**src/rtl/parity_pipelined_adder.sv**
```systemverilog
// rtl/parity_pipelined_adder.sv - adder feeding a parity-protected pipeline with fault injection
// Stage 0 captures {cout,sum}; later stages shift it unchanged and every stage is parity-checked.
module parity_pipelined_adder #(
    parameter int WORD_WIDTH = 4,
    parameter int LAYERS     = 3,
    parameter int CNT_WIDTH  = 8,
    parameter int STG_W      = (LAYERS > 1) ? $clog2(LAYERS) : 1,
    parameter int BIT_W      = $clog2(WORD_WIDTH + 2)
) (
    input  logic                  clk,
    input  logic                  rst_n,
    input  logic                  in_valid,
    input  logic                  cin,
    input  logic [WORD_WIDTH-1:0] in_a,
    input  logic [WORD_WIDTH-1:0] in_b,
    output logic [WORD_WIDTH-1:0] sum,
    output logic                  cout,
    output logic                  out_valid,
    output logic                  out_err,
    output logic                  err_flag,
    output logic [STG_W-1:0]      err_stage,
    output logic [CNT_WIDTH-1:0]  err_count,
    input  logic                  err_clr,
    input  logic                  inj_en,
    input  logic [STG_W-1:0]      inj_stage,
    input  logic [BIT_W-1:0]      inj_bit
);

    localparam int DW = WORD_WIDTH + 1;

    logic [LAYERS-1:0][DW-1:0] data_q, data_n;
    logic [LAYERS-1:0]         par_q, par_n;
    logic [LAYERS-1:0]         vld_q, vld_n;
    logic [LAYERS-1:0]         mis;
    logic [DW-1:0]             add_res;
    logic [DW-1:0]             flip_mask;
    logic                      flip_par;
    logic                      any_mis;
    logic [STG_W-1:0]          first_stg;

    assign add_res = {1'b0, in_a} + {1'b0, in_b} + {{WORD_WIDTH{1'b0}}, cin};

    // Out-of-range bit indices shift the single 1 off the top, leaving an empty mask.
    assign flip_mask = DW'(1) << inj_bit;
    assign flip_par  = (inj_bit == BIT_W'(WORD_WIDTH + 1));

    always_comb begin
        data_n = '0;
        par_n  = '0;
        vld_n  = '0;
        for (int k = 0; k < LAYERS; k++) begin
            if (k == 0) begin
                data_n[k] = add_res;
                par_n[k]  = ^add_res;
                vld_n[k]  = in_valid;
            end else begin
                data_n[k] = data_q[k-1];
                par_n[k]  = par_q[k-1];
                vld_n[k]  = vld_q[k-1];
            end
            if (inj_en && (32'(inj_stage) == k)) begin
                data_n[k] = data_n[k] ^ flip_mask;
                par_n[k]  = par_n[k] ^ flip_par;
            end
        end
    end

    always_ff @(posedge clk) begin
        if (!rst_n) begin
            data_q <= '0;
            par_q  <= '0;
            vld_q  <= '0;
        end else begin
            data_q <= data_n;
            par_q  <= par_n;
            vld_q  <= vld_n;
        end
    end

    always_comb begin
        mis       = '0;
        first_stg = '0;
        for (int k = 0; k < LAYERS; k++) begin
            mis[k] = vld_q[k] & ((^data_q[k]) != par_q[k]);
        end
        for (int k = LAYERS - 1; k >= 0; k--) begin
            if (mis[k]) begin
                first_stg = STG_W'(k);
            end
        end
    end

    assign any_mis = |mis;

    assign sum       = data_q[LAYERS-1][WORD_WIDTH-1:0];
    assign cout      = data_q[LAYERS-1][WORD_WIDTH];
    assign out_valid = vld_q[LAYERS-1];
    assign out_err   = mis[LAYERS-1];

    // A clear coinciding with a fresh mismatch re-arms the flag with the new stage.
    always_ff @(posedge clk) begin
        if (!rst_n) begin
            err_flag  <= 1'b0;
            err_stage <= '0;
        end else if (any_mis && (!err_flag || err_clr)) begin
            err_flag  <= 1'b1;
            err_stage <= first_stg;
        end else if (err_clr) begin
            err_flag  <= 1'b0;
            err_stage <= '0;
        end
    end

    always_ff @(posedge clk) begin
        if (!rst_n) begin
            err_count <= '0;
        end else if (out_valid && out_err && (err_count != {CNT_WIDTH{1'b1}})) begin
            err_count <= err_count + CNT_WIDTH'(1);
        end
    end

endmodule
```
**config.mk**
```make
export PLATFORM = sky130hd
export DESIGN_NAME = parity_pipelined_adder
export DESIGN_NICKNAME = d
export VERILOG_FILES = /design/src/rtl/parity_pipelined_adder.sv
export SDC_FILE = /design/constraint.sdc
export NUM_CORES = 1
export LEC_CHECK = 0
export BUFFER_PORTS_ARGS = -buffer_cell sky130_fd_sc_hd__buf_4
export CORE_MARGIN = 2
export CORE_UTILIZATION = 36
export DETAILED_ROUTE_END_ITERATION = 12
export PLACE_DENSITY = 0.67
export SKIP_CTS_REPAIR_TIMING = 1
export SLEW_MARGIN = 20
export SYNTH_ARGS = -nofsm -noshare
export SYNTH_HDL_FRONTEND = slang
export SYNTH_SLANG_ARGS = --single-unit
```
**constraint.sdc**
```tcl
create_clock -name clk -period 2.5 [get_ports clk]
set_input_delay 0.5 -clock clk [delete_from_list [all_inputs] [get_ports clk]]
set_output_delay 0.5 -clock clk [all_outputs]
set_load 0.01 [all_outputs]
```
==> results of run 1 <==
final cells by class:
cell class | count | area (um^2)
multi-input cells | 143 | 999.7
clock buffers | 6 | 72.57
flip-flops and latches | 32 | 640.6
clock inverters | 1 | 5.005
repair buffers | 40 | 300.3
fillers | 451 | 2346
well taps | 52 | 65.06
inverters | 4 | 15.01
cell usage after synthesis (all sizes together) (6+ instances only):
cell type and count:
buf 6, o21ai 9, or3 7, dfxtp 32, nand3 8, nand2 17, xor2 13, xnor2 16
a21oi 13, nor2 19
worst max path at each step:
stage               from                  end
detailed placement   cin  par_q[0]$_SDFF_PN0_
floorplan            cin  par_q[0]$_SDFF_PN0_
global placement     cin  par_q[0]$_SDFF_PN0_
finish               cin  par_q[0]$_SDFF_PN0_
global route         cin  par_q[0]$_SDFF_PN0_
CTS                  cin  par_q[0]$_SDFF_PN0_
critical path: cells and delay by family:
family	cells	cell delay, ps
xor+xnor	2	590
simple gates	1	50
fa+ha+maj	2	890
buf+inv	1	110
compound gates	2	380
sequential cells by signal, indices dropped and copies added (netlist names):
register,cells
par_q,3
cout,1
err_count,8
err_stage,2
vld_q,3
sum,4
data_q,10
err_flag,1
stage by stage:
stage | power [mW] | util | hold slack (ps)
detailed placement | 0.9421 | 0.4547 | 467.4
global route | 1.376 | 0.4721 | 426.4
global placement | 0.9374 | 0.4547 | 463.8
CTS | 1.316 | 0.4721 | 416.0
finish | 1.304 | 0.4721 | 419.7
floorplan | 0.8466 | - | 453.0
layout by cell type, fill, tap and decap left out, types with 2 or more instances in the layout:
master,netlist,final
buf_4,4,40
dfxtp_1,32,32
ha_1,4,4
o21ai_0,9,9
fa_1,2,2
xnor2_1,16,16
nand3_1,7,7
clkbuf_8,0,5
nand3b_1,4,4
nor3_1,3,3
inv_1,2,2
or3_1,7,7
a21o_1,2,2
xnor3_1,3,3
a21oi_1,13,13
nand4_1,2,2
nand2_1,16,16
nor3b_1,4,4
and2_1,4,4
xor2_1,13,13
nor2_1,19,19
cell families (layout without fill, tap and decap cells):
kind of cell               Yosys count  in the layout  share of synthesized area
and+or+nand+nor                     76             76                     0.2410
DFF                                 32             32                     0.3784
buffers and inverters               10             51                    0.03104
xor gates and xnor gates            33             33                     0.2040
AOI/OAI and AO/OA                   28             28                    0.09239
adders and majority gates            6              6                    0.05322
power breakdown:
group | switching, mW | internal, mW | total [mW]
Combinational | 0.143 | 0.198 | 0.341
Clock | 0.187 | 0.189 | 0.376
Sequential | 0.0349 | 0.553 | 0.588
layer usage:
metal,GRT usage,routed length (um),share of wire,up-vias
met1,0.1645,1503,0.46,598
met5,0,0,0,-
met2,0.2202,1502,0.46,35
met3,0.02624,172,0.053,5
li1,-,-,-,713
met4,0.08642,74,0.023,0
==> results.sh, run 1 <==
export IMPL_setup_ws_ps=144.8
export IMPL_rr_endpoint="err_stage[1]$_SDFFE_PN0P_"
export IMPL_yosys_top_cells_area="dfxtp_1 (38%), xnor2_1 (8.3%), xor2_1 (6.7%)"
export IMPL_min_period_ps=2355
export IMPL_hold_end="vld_q[0]$_SDFF_PN0_"
export IMPL_portBuffers=36
export IMPL_path_common_cell="fa_1"
export IMPL_synth_cell_types=38
export IMPL_whs_path_depth=2
export IMPL_setup_viol=0
export IMPL_fin_crit_sh=0.9421
export IMPL_cts_tree="done"
export IMPL_finalHoldViolCount=0
export IMPL_relSlewSlack=0.6660
export IMPL_die_h_um=72.58
export IMPL_crit_type="in -> reg"
export IMPL_cp_max_fo=2
export IMPL_p_leak_nw=0.8538
export IMPL_stdcell_area_um2=2098
export IMPL_pin_count=37
export IMPL_slowest_stage="fa_1"
export IMPL_cts_clk_slew_worst_paths_ps=60
export IMPL_grt_pass1_vias=1264
export IMPL_ys_flop_type="dfxtp_1"
export IMPL_crit_required_ps=2670
export IMPL_antenna_found_initial=0
export IMPL_hpwlAfterDp_um=2471
export IMPL_ctsLongestPathBuffers=2
export IMPL_die_area_um2=5267
export IMPL_die_x_um=72.58
export IMPL_min_path_type="in -> reg"
export IMPL_routed_via_density=4.860
export IMPL_drive_above_1_share=0.2301
export IMPL_drt_antenna_violating_nets=0
export IMPL_tightest_slew_ps=499.9
export IMPL_fin_setup_tns_ps=0
export IMPL_min_from="in_valid"
export IMPL_cap_violations=0
export IMPL_endpoint_kind="flop"
export IMPL_num_antenna_cells=0
export IMPL_synth_seq_cells=32
export IMPL_yosysWarnings=0
export IMPL_routed_wl_um=3253
export IMPL_async_flop_share=0
export IMPL_crit_reg2reg_launch="data_q[0]$_SDFF_PN0_"
export IMPL_grt_overflow_total=0
export IMPL_clock_latency_ps=290
export IMPL_cts_buffers=5
export IMPL_place_congestion=0.8008
export IMPL_area_delta_synth_final_pct=23.95
export IMPL_drc=0
export IMPL_critPathLaunchType="input port"
export IMPL_max_freq_ghz=0.4246
export IMPL_crit_arrival_ps=2520
export IMPL_synth_area_leader_cell="dfxtp_1"
export IMPL_synth_edf_count=0
export IMPL_syn_cell_area_um2=1693
export IMPL_place_inst=271
export IMPL_peakVddDrop_uv=272.3
export IMPL_avgSynthCellArea_um2=9.151
export IMPL_drv_slew=0
export IMPL_nets=251
export IMPL_grt_max_degree=28
export IMPL_grt_usage=0.1358
export IMPL_syn_instance_count=185
export IMPL_first_pass_iters=4
export IMPL_rrSetupSlack_ps=870
export IMPL_synth_top_cell_area_share=0.3784
export IMPL_synth_nets=210
export IMPL_pre_cts_ws_ps=-162.9
export IMPL_status="finished clean"
export IMPL_placed_area_um2=2021
export IMPL_max_stage_delay_ps=460
export IMPL_cts_root_buffer="clkbuf_8"
export IMPL_fin_cells=278
export IMPL_rr_worst_depth=5
export IMPL_yosysSeqAreaShare=0.3784
export IMPL_rsz0062_at_grt="false"
export IMPL_path_cells="buf_4 -> fa_1 -> fa_1 -> a21o_1 -> a21oi_1 -> xnor3_1 -> xnor2_1 -> nor2_1"
export IMPL_cts_sinks=32
export IMPL_grt_pass1_wl_um=5464
export IMPL_vias=1351
export IMPL_core_um2=4444
export IMPL_wl_per_cell_um=11.70
export IMPL_htree_levels=2
export IMPL_placementRows=24
export IMPL_drt_iter0_drc=64
export IMPL_pwr_density_cell_nw_per_um2=621.6
export IMPL_start_util=0.3809
export IMPL_finClkSkew_ps=8.249
Power figures use the tool's default switching activity.
==> run 2, diff against run 1 <==
--- a/config.mk
+++ b/config.mk
@@ -8,6 +8,7 @@
 export BUFFER_PORTS_ARGS = -buffer_cell sky130_fd_sc_hd__buf_4
 export CORE_MARGIN = 2
 export CORE_UTILIZATION = 36
+export CTS_CLUSTER_SIZE = 14
 export DETAILED_ROUTE_END_ITERATION = 12
 export PLACE_DENSITY = 0.67
 export SKIP_CTS_REPAIR_TIMING = 1
==> constraint.sdc (replaced) <==
create_clock -name clk -period 1.9 [get_ports clk]
set_input_delay 0.38 -clock clk [delete_from_list [all_inputs] [get_ports clk]]
set_output_delay 0.38 -clock clk [all_outputs]
set_load 0.01 [all_outputs]
==> run 2 against run 1 <==
  * The flow now finishes with violations (negative setup slack)
  * First-iteration DRC count down 25%
  * Final area up 6.1%
  * Core utilization up 2.9 points
  * Total power up 46%
  * Sequential power up 32%
  * Worst setup slack worse by 230 ps
  * Via count up 3.0%
  * Sequential cell count unchanged
  * Clock power up 74%
  * Largest cell class unchanged
==> results.sh, run 2 (synthesis results as in run 1) <==
export IMPL_drive_above_1_share=0.2906
export IMPL_relSlewSlack=0.6256
export IMPL_multi_input_area_um2=1028
export IMPL_portBuffers=36
export IMPL_drc=0
export IMPL_placementRows=24
export IMPL_fin_crit_sh=1.047
export IMPL_cp_max_fo=2
export IMPL_start_util=0.3809
export IMPL_rrSetupSlack_ps=220
export IMPL_finClkSkew_ps=8.868
export IMPL_crit_required_ps=2080
export IMPL_critPathLaunchType="input port"
export IMPL_final_cell_mix="buf_4 (45), dfxtp_1 (30), nor2_1 (19), nand2_1 (16), xnor2_1 (14)"
export IMPL_cts_root_buffer="clkbuf_8"
export IMPL_largest_reg_flops=10
export IMPL_cts_tree="done"
export IMPL_path_buf_inv=1
export IMPL_final_common_cell="buf_4"
export IMPL_core_um2=4444
export IMPL_crit_type="in -> reg"
export IMPL_endpoint_kind="flop"
export IMPL_die_x_um=72.58
export IMPL_routed_via_density=4.864
export IMPL_cts_sinks=32
export IMPL_min_period_ps=1989
export IMPL_slowest_stage="fa_2"
export IMPL_pwr_share_seq=0.407
export IMPL_p_switching_mw=0.5116
export IMPL_min_path_type="in -> reg"
export IMPL_tightest_slew_ps=560.3
export IMPL_p_sw_frac=0.2678
export IMPL_ctsLongestPathBuffers=2
export IMPL_placed_area_um2=2042
export IMPL_utilization=0.5008
export IMPL_intPower_mw=1.399
export IMPL_finalHoldViolCount=0
export IMPL_nets=258
export IMPL_p_clk_frac=0.342
export IMPL_drt_iter0_drc=48
export IMPL_drt_antenna_violating_nets=0
export IMPL_grt_use_met3=0.03867
export IMPL_grt_usage=0.1311
export IMPL_rsz0062_at_grt="true"
export IMPL_grt_met2_usage=0.2182
export IMPL_routed_wl_um=3211
export IMPL_wl_per_cell_um=11.23
export IMPL_grt_pass1_wl_um=5409
export IMPL_peakVddDrop_uv=299.6
export IMPL_top_register="data_q"
export IMPL_first_pass_iters=4
export IMPL_cts_clk_slew_worst_paths_ps=70
export IMPL_drv_slew=0
export IMPL_grt_pass1_vias=1296
export IMPL_num_antenna_cells=0
export IMPL_die_h_um=72.58
export IMPL_pwr_density_cell_nw_per_um2=858.3
export IMPL_setup_ws_ps=-89.40
export IMPL_stdcell_area_um2=2226
export IMPL_place_congestion=0.7749
export IMPL_nFillCells=421
export IMPL_max_freq_ghz=0.5027
export IMPL_grt_overflow_total=0
export IMPL_critPathTopFamily="adder cells"
export IMPL_hpwlAfterDp_um=2386
export IMPL_pin_count=37
export IMPL_status="finished, violations left"
export IMPL_area_delta_synth_final_pct=31.49
export IMPL_setup_viol=1
export IMPL_comb_power_share=0.251
export IMPL_die_area_um2=5267
export IMPL_path_cells="buf_6 -> fa_2 -> fa_2 -> xnor2_2 -> xnor2_1 -> xnor3_1 -> xnor2_1 -> nor2_1"
export IMPL_seqCellArea_um2=643.1
export IMPL_cap_violations=0
export IMPL_grt_max_degree=21
export IMPL_crit_arrival_ps=2170
export IMPL_use_met1=0.1522
export IMPL_finalPower_mw=1.910
export IMPL_antenna_found_initial=0
export IMPL_htree_levels=2
export IMPL_violations="negative setup slack"
export IMPL_max_stage_delay_ps=570
export IMPL_cts_buffers=5
export IMPL_vias=1391
export IMPL_p_leak_nw=0.9243
export IMPL_clock_latency_ps=280
export IMPL_grt_busiest_layer="met2"
-- run 2: cell types whose count changed in the layout (fill, tap and decap cells not counted), sizes merged --
cell      delta
buf          +7
bufinv       +1
clkbuf       -1
clkinvlp     +1
-- run 2: stage by stage --
| stage | instances | setup WS [ps] | TNS [ps] | hold WS (ps) |
|---|---|---|---|---|
| detailed placement | 273 | -541.2 | -869.5 | 468.5 |
| finish | 286 | -89.40 | -89.40 | 297.8 |
| global route | 286 | -159.9 | -191.8 | 299.1 |
| CTS | 281 | -238.3 | -333.4 | 292.5 |
| floorplan | 185 | -356.8 | -356.8 | 453.0 |
| global placement | 273 | -508.9 | -820.7 | 465.4 |
-- run 2: layout make-up --
cell class,count,area share
Clock inverter,3,0.01911
Inverter,4,0.007870
Timing Repair Buffer,47,0.1619
Sequential cell,32,0.2889
Tap cell,52,0.02923
Clock buffer,5,0.03092
Multi-Input combinational cell,143,0.4621
-- run 2: path summary, 6_finish.rpt --
check                       from                         to  depth (start not counted)
max reg2reg      cout$_SDFF_PN0_  err_count[4]$_SDFFE_PN0P_                          6
max                      in_b[0]        par_q[0]$_SDFF_PN0_                          8
min reg2reg  vld_q[0]$_SDFF_PN0_        vld_q[1]$_SDFF_PN0_                          1
min                     in_valid        vld_q[0]$_SDFF_PN0_                          2
-- run 2: per-layer routing --
layer,vias to the layer above,part of all wire
li1,729,-
met1,615,0.44
met2,40,0.47
met3,7,0.069
met4,0,0.024
met5,-,0
-- run 2: worst reg2reg max path, delay by kind of cell (launching register included) --
kind / cells / cell delay (ps)
xor+xnor: 2 / 570
buf+inv: 1 / 140
flops: 1 / 330
compound gates: 1 / 140
simple gates: 2 / 440
-- run 2: power by group through the flow --
stage / combinational [mW] / sequential (mW) / clock [mW]
floorplan: 0.332 / 0.782 / 0
global placement: 0.452 / 0.787 / 0
detailed placement: 0.460 / 0.789 / 0
CTS: 0.462 / 0.774 / 0.664
global route: 0.530 / 0.785 / 0.694
finish: 0.480 / 0.777 / 0.654
==> run 3, diff against run 2 <==
--- a/config.mk
+++ b/config.mk
@@ -6,10 +6,12 @@
 export NUM_CORES = 1
 export LEC_CHECK = 0
 export BUFFER_PORTS_ARGS = -buffer_cell sky130_fd_sc_hd__buf_4
+export CAP_MARGIN = 30
 export CORE_MARGIN = 2
 export CORE_UTILIZATION = 36
 export CTS_CLUSTER_SIZE = 14
 export DETAILED_ROUTE_END_ITERATION = 12
+export MAX_ROUTING_LAYER = met4
 export PLACE_DENSITY = 0.67
 export SKIP_CTS_REPAIR_TIMING = 1
 export SLEW_MARGIN = 20
==> run 3 against run 2 <==
  * The flow still finishes with violations (negative setup slack)
  * Critical path depth unchanged
  * Sequential cell count unchanged
  * Non-clock buffer count unchanged
==> results.sh, run 3 (synthesis results as in run 1) <==
export IMPL_status="finished, violations left"
export IMPL_violations="negative setup slack"
export IMPL_wirelength_met1_um=1432
export IMPL_cts_buffers=5
export IMPL_timing_hold_ws_ps=297.8
export IMPL_cts_sinks=32
export IMPL_clock_latency_ps=280
export IMPL_crit_type="in -> reg"
export IMPL_drt_antenna_violating_nets=0
export IMPL_start_util=0.3809
export IMPL_stdcell_area_um2=2226
export IMPL_utilization=0.5008
export IMPL_relSlewSlack=0.6256
export IMPL_grt_usage=0.1353
export IMPL_cap_violations=0
export IMPL_fin_crit_sh=1.047
export IMPL_cp_startpoint="in_b[0]"
export IMPL_die_h_um=72.58
export IMPL_top_register="data_q"
export IMPL_rrSetupSlack_ps=220
export IMPL_vias=1389
export IMPL_cts_tree="done"
export IMPL_min_path_type="in -> reg"
export IMPL_path_buf_inv=1
export IMPL_finClkSkew_ps=8.871
export IMPL_critPathLaunchType="input port"
export IMPL_ctsLongestPathBuffers=2
export IMPL_hpwlAfterDp_um=2386
export IMPL_cts_root_buffer="clkbuf_8"
export IMPL_wl_per_cell_um=11.24
export IMPL_rsz0062_at_grt="true"
export IMPL_tightest_slew_ps=560.3
export IMPL_crit_reg2reg_launch="cout$_SDFF_PN0_"
export IMPL_die_x_um=72.58
export IMPL_drive_above_1_share=0.2906
export IMPL_critPathTopFamily="adder cells"
export IMPL_grt_overflow_total=0
export IMPL_grt_pass1_vias=1295
export IMPL_drt_iter0_drc=50
export IMPL_top_layer_used="met4"
export IMPL_fin_setup_tns_ps=-89.19
export IMPL_min_period_ps=1989
export IMPL_finalHoldViolCount=0
export IMPL_area_delta_synth_final_pct=31.49
export IMPL_endpoint_kind="flop"
export IMPL_crit_arrival_ps=2160
export IMPL_wl_met2_um=1503
export IMPL_die_area_um2=5267
export IMPL_num_antenna_cells=0
export IMPL_pin_count=37
export IMPL_placementRows=24
export IMPL_final_cell_mix="buf_4 (45), dfxtp_1 (30), nor2_1 (19), nand2_1 (16), xnor2_1 (14)"
export IMPL_setup_ws_ps=-89.19
export IMPL_grt_max_degree=21
export IMPL_placed_area_um2=2042
export IMPL_peakVddDrop_uv=299.6
export IMPL_setup_viol=1
export IMPL_p_leak_nw=0.9243
export IMPL_final_common_cell="buf_4"
export IMPL_cts_clk_slew_worst_paths_ps=70
export IMPL_routed_wl_um=3215
export IMPL_largest_reg_flops=10
export IMPL_routed_via_density=4.857
export IMPL_path_cells="buf_6 -> fa_2 -> fa_2 -> xnor2_2 -> xnor2_1 -> xnor3_1 -> xnor2_1 -> nor2_1"
export IMPL_first_pass_iters=4
export IMPL_pwr_density_cell_nw_per_um2=858.4
export IMPL_place_inst=273
export IMPL_crit_cells=8
export IMPL_crit_required_ps=2080
export IMPL_rr_endpoint="err_count[4]$_SDFFE_PN0P_"
export IMPL_nets=258
export IMPL_wl_met3_um=200
export IMPL_place_congestion=0.7854
export IMPL_fin_cells=286
export IMPL_drv_slew=0
export IMPL_antenna_found_initial=0
export IMPL_max_freq_ghz=0.5027
export IMPL_cp_max_fo=2
export IMPL_htree_levels=2
export IMPL_slowest_stage="fa_2"
export IMPL_cp_endpoint="par_q[0]$_SDFF_PN0_"
export IMPL_max_stage_delay_ps=570
export IMPL_drc=0
export IMPL_core_um2=4444
export IMPL_grt_pass1_wl_um=5430
export IMPL_portBuffers=36
export IMPL_rr_worst_depth=6
==> run 3: cell counts in the layout (fill, tap and decap cells not counted) <==
Identical to the previous run, type by type.
==> run 3: worst min-delay path by stage <==
stage | end | cells after the start | from | slack [ps]
final | vld_q[0]$_SDFF_PN0_ | 2 | in_valid | 300
after global routing | vld_q[0]$_SDFF_PN0_ | 2 | in_valid | 300
after CTS | vld_q[0]$_SDFF_PN0_ | 2 | in_valid | 290
after detailed placement | vld_q[1]$_SDFF_PN0_ | 1 | vld_q[0]$_SDFF_PN0_ | 470
after global placement | vld_q[2]$_SDFF_PN0_ | 1 | vld_q[1]$_SDFF_PN0_ | 470
after floorplan | vld_q[1]$_SDFF_PN0_ | 1 | vld_q[0]$_SDFF_PN0_ | 450
==> run 3: routing by layer <==
metal | up-vias | global-route usage
li1 | 729 | -
met1 | 615 | 0.1565
met2 | 38 | 0.2182
met3 | 7 | 0.03315
met4 | 0 | 0.06790
met5 | - | -
==> run 3: worst reg2reg max path, stage by stage, from the launching register on <==
cell,delay (ps)
dfxtp_2,330
xnor2_2,120
xnor3_2,450
buf_4,140
nand3_4,80
or3_1,360
a21oi_1,140
==> run 3: power breakdown <==
group          leakage [nW]  internal (mW)  total (mW)  switching [mW]
clock                0.0541          0.388       0.654           0.266
sequential            0.263          0.728       0.777          0.0489
combinational         0.608          0.283       0.480           0.197
total                 0.924           1.40        1.91           0.512
==> run 3: final cells by class <==
class,count,area [um^2]
inverter,4,17.52
tap,52,65.06
timing repair buffer,47,360.3
multi-input combinational,143,1028
clock inverter,3,42.54
sequential,32,643.1
fill,421,2218
clock buffer,5,68.82
==> run 3: through the flow <==
stage                     power, mW  setup slack, ps
after detailed placement      1.249           -541.2
after floorplan               1.114           -356.8
final                         1.911           -89.19
after global routing          2.011           -159.9
after CTS                     1.901           -238.3
after global placement        1.238           -508.9
